File: src/rtl/uart_tx_fifo_param.sv
// UART transmitter with input FIFO, baud divider, optional parity and 1/2 stop bits.
// Frames run back to back while the FIFO holds data.
module uart_tx_fifo_param #(
  parameter int DATA_W       = 8,
  parameter int CLKS_PER_BIT = 4,
  parameter int FIFO_DEPTH   = 4
) (
  input  logic                              clk,
  input  logic                              reset,
  input  logic [DATA_W-1:0]                 P_DATA,
  input  logic                              DATA_VALID,
  output logic                              DATA_READY,
  input  logic                              PAR_EN,
  input  logic                              PAR_TYP,
  input  logic                              STOP2,
  output logic                              TX_OUT,
  output logic                              Busy,
  output logic [$clog2(FIFO_DEPTH+1)-1:0]   FIFO_LEVEL,
  output logic                              FRAME_DONE
);

  localparam int PW = $clog2(FIFO_DEPTH);
  localparam int LW = $clog2(FIFO_DEPTH+1);
  localparam int IW = $clog2(DATA_W);
  localparam int CW = (CLKS_PER_BIT > 1) ? $clog2(CLKS_PER_BIT) : 1;

  localparam logic [2:0] S_IDLE  = 3'd0;
  localparam logic [2:0] S_START = 3'd1;
  localparam logic [2:0] S_DATA  = 3'd2;
  localparam logic [2:0] S_PAR   = 3'd3;
  localparam logic [2:0] S_STOP  = 3'd4;

  logic [DATA_W-1:0] mem [FIFO_DEPTH];
  logic [PW-1:0]     wr_ptr;
  logic [PW-1:0]     rd_ptr;
  logic [LW-1:0]     level;
  logic              wr;
  logic              deq;
  logic              full;
  logic [DATA_W-1:0] head;

  logic [2:0]        state;
  logic [CW-1:0]     baud;
  logic [IW-1:0]     idx;
  logic [DATA_W-1:0] shreg;
  logic              par_en_q;
  logic              parity_q;
  logic              stop2_q;
  logic              stop_idx;
  logic              bit_end;

  assign full       = (level == LW'(FIFO_DEPTH));
  assign DATA_READY = !full;
  assign wr         = DATA_VALID && !full;
  assign head       = mem[rd_ptr];
  assign FIFO_LEVEL = level;
  assign bit_end    = (baud == CW'(CLKS_PER_BIT-1));
  assign FRAME_DONE = (state == S_STOP) && bit_end && (stop_idx == stop2_q);
  // A word is only taken from idle or at the very end of a frame
  assign deq        = (level != '0) && ((state == S_IDLE) || FRAME_DONE);

  always_ff @(posedge clk) begin
    if (wr) mem[wr_ptr] <= P_DATA;
  end

  always_ff @(posedge clk or negedge reset) begin
    if (!reset) begin
      wr_ptr <= '0;
      rd_ptr <= '0;
      level  <= '0;
    end else begin
      if (wr)  wr_ptr <= wr_ptr + PW'(1);
      if (deq) rd_ptr <= rd_ptr + PW'(1);
      unique case ({wr, deq})
        2'b10:   level <= level + LW'(1);
        2'b01:   level <= level - LW'(1);
        default: level <= level;
      endcase
    end
  end

  always_ff @(posedge clk or negedge reset) begin
    if (!reset) begin
      state    <= S_IDLE;
      TX_OUT   <= 1'b1;
      Busy     <= 1'b0;
      baud     <= '0;
      idx      <= '0;
      shreg    <= '0;
      par_en_q <= 1'b0;
      parity_q <= 1'b0;
      stop2_q  <= 1'b0;
      stop_idx <= 1'b0;
    end else begin
      baud <= (state == S_IDLE || bit_end || deq) ? '0 : baud + CW'(1);
      if (deq) begin
        state    <= S_START;
        TX_OUT   <= 1'b0;
        Busy     <= 1'b1;
        shreg    <= head;
        par_en_q <= PAR_EN;
        stop2_q  <= STOP2;
        parity_q <= PAR_TYP ? ^head : ~^head;
        stop_idx <= 1'b0;
      end else if (bit_end) begin
        unique case (1'b1)
          state == S_START: begin
            state  <= S_DATA;
            idx    <= '0;
            TX_OUT <= shreg[0];
          end
          state == S_DATA: begin
            if (idx == IW'(DATA_W-1)) begin
              state  <= par_en_q ? S_PAR : S_STOP;
              TX_OUT <= par_en_q ? parity_q : 1'b1;
            end else begin
              idx    <= idx + IW'(1);
              shreg  <= shreg >> 1;
              TX_OUT <= shreg[1];
            end
          end
          state == S_PAR: begin
            state  <= S_STOP;
            TX_OUT <= 1'b1;
          end
          state == S_STOP: begin
            if (stop2_q && !stop_idx) begin
              stop_idx <= 1'b1;
            end else begin
              state  <= S_IDLE;
              Busy   <= 1'b0;
              TX_OUT <= 1'b1;
            end
          end
          default: ;
        endcase
      end
    end
  end

endmodule

File: config.mk
export PLATFORM = sky130hd
export DESIGN_NAME = uart_tx_fifo_param
export DESIGN_NICKNAME = d
export VERILOG_FILES = /design/src/rtl/uart_tx_fifo_param.sv
export SDC_FILE = /design/constraint.sdc
export NUM_CORES = 1
export LEC_CHECK = 0
export ABC_AREA = 1
export CORE_MARGIN = 3
export CORE_UTILIZATION = 61
export CTS_BUF_LIST = sky130_fd_sc_hd__clkbuf_2
export CTS_CLUSTER_DIAMETER = 200
export DETAILED_ROUTE_END_ITERATION = 12
export PLACE_DENSITY = 0.82
export SLEW_MARGIN = 30
export SYNTH_ARGS = -nofsm -noshare
export SYNTH_HDL_FRONTEND = slang
export SYNTH_SLANG_ARGS = --single-unit
File: constraint.sdc
create_clock -name clk -period 3.1 [get_ports clk]
set_clock_uncertainty 0.15 [all_clocks]
set_input_delay 0.465 -clock clk [delete_from_list [all_inputs] [get_ports clk]]
set_output_delay 0.465 -clock clk [all_outputs]
set_load 0.1 [all_outputs]
==> metrics.md, run 1 <==
| Metric | Value |
|---|---|
| FP Rows | `24` |
| Core area | `around 0.0046 mm²` |
| Top cells by area, synth | `edfxtp_1, dfrtp_1, nand2_1` |
| FF/Latch Area | `roughly 0.0017 mm²` |
| Largest net degree at the start of global routing | `30` |
| Yosys reg bits | `61` |
| Met2 Wirelength | `between 2 and 3 mm` |
| Post-Synthesis Cells | `between 300 and 400` |
| Final Slew Violations | `0` |
| Worst-case vdd ir drop | `0.7465 mV` |
| Setup Total Neg Slack | `0 ns` |
| Crit path launch | `state[1]` |
| Final hold vios | `0` |
| Tot Pwr | `around 3.7 mW` |
| Share of cells above drive strength 1 | `14.41%` |
| Area occupied by multi-input gates | `about 0.0011 mm²` |
| I/O pin cnt | `21` |
| WP data arrival | `between 2 and 3 ns` |
| Port Buffer Count | `20` |
| PD cells | `between 1000 and 1500 mW/mm²` |
| Clk Latency, worst-skew pair | `about 0.48 ns` |
| Post-synth net total | `345` |
| Mapped cell area | `roughly 0.0030 mm²` |
| Ys Warns | `0` |
| Total track usage | `21.42%` |
| CP Class | `reg -> reg` |
| WP data required | `3.31 ns` |
| Most frequent cell after synthesis | `nand2_1` |
| CP peak stage delay | `about 0.44 ns` |
| Clock sinks | `~60` |
| Register area share after synthesis | `about 56%` |
| Worst setup EP type | `flip-flop` |
| Hold Worst Slack | `~0.19 ns` |
| Critical-path cell list | `nor2_4 > nand2_2 > inv_2 > nand2_2 > o21ai_2 > nand2_4 > inv_1 > ha_1 > inv_1 > fa_1 > a21oi_1 > o21ai_0 > xor2_1` |
| DRC | `0` |
| First-pass DRT Iterations | `4` |
| Root buffer cell | `clkbuf_2` |
| Hpwl dp | `between 3 and 4 mm` |
| First-pass GRT wire length | `9.894 mm` |
| Fmax | `around 0.37 GHz` |
| H-tree levels | `3` |
| R2r startpoint | `state[1]` |
| Finished Core Util | `~74%` |
| CTS tree | `built` |
| Crit path max fanout | `26` |
| Gr ovfl total | `0` |
| Die Y | `~76 µm` |
| Vias in the first global route | `about 2100` |
| Startpoint types | `flip-flop` |
| EDFF count, synth | `32` |
| Period utilisation layout | `86.80%` |
| Metal3 WL | `between 200 and 250 µm` |
| Post-layout min period | `between 2 and 3 ns` |
| Diode count | `0` |
| Die span in x | `between 70 and 80 µm` |
| Max Root-Sink Buffers | `2` |
| Cell variety after synth | `32` |
| CTS Hold Bufs | `0` |
| GP Congestion | `between 0.9 and 1` |
| Max_slew headroom | `slightly above 50%` |
| Total CTS buffers | `9` |
| Synth cell count leaders | `nand2_1, inv_1, edfxtp_1` |
| Worst Reg-to-Reg Cells | `13` |
| RSZ-0062 raised after global routing | `no` |
| Post-DR wirelength/cell | `around 13 µm` |
| Ys async rst share | `a little under half` |
| Initial drt markers | `between 150 and 200` |
| Predominant post-synthesis flop cell | `edfxtp_1` |
| Syn Area/Cell | `around 9.4 µm²` |
| Setup bufs post-CTS | `0` |
| Nets@finish | `roughly 370` |
| Min-Delay Path Class | `in -> async` |
| Slowest CP cell | `dfrtp_1` |
| Starting Density | `between 60% and 70%` |
| Wl on met1 | `roughly 2.6 mm` |
| Status | `complete, no violations` |
| Resize count post-CTS | `0` |
| Leak pwr | `roughly 1.6 nW` |
| Synth area leader | `edfxtp_1` |
| Initial antenna violation count | `0` |
| Antenna-violating nets left | `0` |
| Highest routed layer | `met4` |
| CTS clock-pin slew for the worst setup and hold paths | `about 0.18 ns` |
| Vias per cell | `between 5 and 6` |
| # setup viols final | `0` |
| Filler Cell Count | `353` |
| Max Cap Viol | `0` |
| Routed wire length | `5.621 mm` |
| Area growth syn-to-layout | `12.76%` |
| Top cell type's share of synthesized area | `a little under a third` |
| Via count | `2141` |
| Slew @ Worst Pin | `approximately 0.74 ns` |
| Die ar. | `0.005812 mm²` |
per-stage QoR:
| step | instance area [µm²] | std cells | worst slack [ns] |
|---|---|---|---|
| floorplan | 3023 | 321 | 0.1741 |
| global placement | 3239 | 403 | 0.5895 |
| detailed placement | 3239 | 403 | 0.5284 |
| CTS | 3393 | 419 | 0.4291 |
| global route | 3393 | 419 | 0.2305 |
| finish | 3393 | 419 | 0.4093 |
state kept, by name (all words and copies together), names as in the netlist:
name        cells
mem            32
shreg           8
FIFO_LEVEL      3
idx             3
state           3
baud            2
rd_ptr          2
wr_ptr          2
Busy            1
TX_OUT          1
par_en_q        1
parity_q        1
stop2_q         1
stop_idx        1
critical path, delay by kind of cell (launching register included):
kind / cells / cell delay (ns)
xor gates and xnor gates: 1 / 0.19
adders and majority gates: 2 / 0.55
AOI/OAI and AO/OA: 3 / 0.47
and+or+nand+nor: 4 / 0.47
buffers and inverters: 3 / 0.34
DFF: 1 / 0.44
per-layer routing:
layer | up-vias | global-route usage (%)
li1 | 1097 | -
met1 | 991 | 28.91
met2 | 47 | 33.48
met3 | 6 | 5.319
met4 | 0 | 8.333
met5 | - | 0
path summary, 6_finish.rpt:
| kind | endpoint | slack, ns |
|---|---|---|
| max | FIFO_LEVEL[2] | 0.41 |
| min | shreg[3] | 0.19 |
| max reg2reg | FIFO_LEVEL[2] | 0.41 |
| min reg2reg | baud[0] | 0.32 |
| max in group asynchronous | TX_OUT | 2.29 |
| min in group clk | baud[0] | 0.32 |
area by class of cell:
class                           count  area share [%]
Timing Repair Buffer               24           6.268
Inverter                           45           5.199
Clock buffer                       11           1.622
Sequential cell                    61           49.78
Clock inverter                      5           2.913
Multi-Input combinational cell    208           31.82
Tap cell                           65           2.397
cell families (layout without fill, tap and decap cells):
logic type	after synthesis	in the layout	share of synthesized area, %
AO/OA/AOI/OAI	36	36	6.902
XOR/XNOR	4	4	1.164
adder cells (fa/ha/maj)	10	10	4.408
buffers and inverters	52	85	8.440
flip-flops	61	61	56.09
multiplexers	1	1	0.3327
AND/OR/NAND/NOR	157	157	22.66
power by group:
part / internal [mW] / total, mW / switching [mW]
logic: 0.566 / 1.79 / 1.22
clock network: 0.352 / 0.637 / 0.285
registers: 1.12 / 1.31 / 0.185
cell usage in the layout (no fill, tap or decap):
master / count
a21oi_1: 7
a22o_1: 2
buf_4: 11
bufinv_16: 3
clkbuf_2: 11
clkdlybuf4s50_1: 13
clkinv_2: 1
dfrtp_1: 27
dfrtp_2: 1
dfstp_2: 1
edfxtp_1: 32
fa_1: 1
ha_1: 9
inv_1: 40
inv_2: 5
inv_8: 1
mux2i_1: 1
nand2_1: 96
nand2_2: 8
nand2_4: 2
nand3_1: 30
nand3_2: 1
nand3_4: 1
nor2_1: 16
nor2_2: 2
nor2_4: 1
o2111ai_1: 1
o211ai_1: 1
o21ai_0: 13
o21ai_1: 7
o21ai_2: 2
o21bai_1: 2
o22ai_1: 1
xnor2_1: 1
xor2_1: 3
(Power assumes the default switching activity.)
==> run 2, diff against run 1 <==
Settings changed: CTS_CLUSTER_DIAMETER 200 to unset.
==> results of run 2 <==
Same layout as run 1: the final DEF is identical, and so are final timing and power.
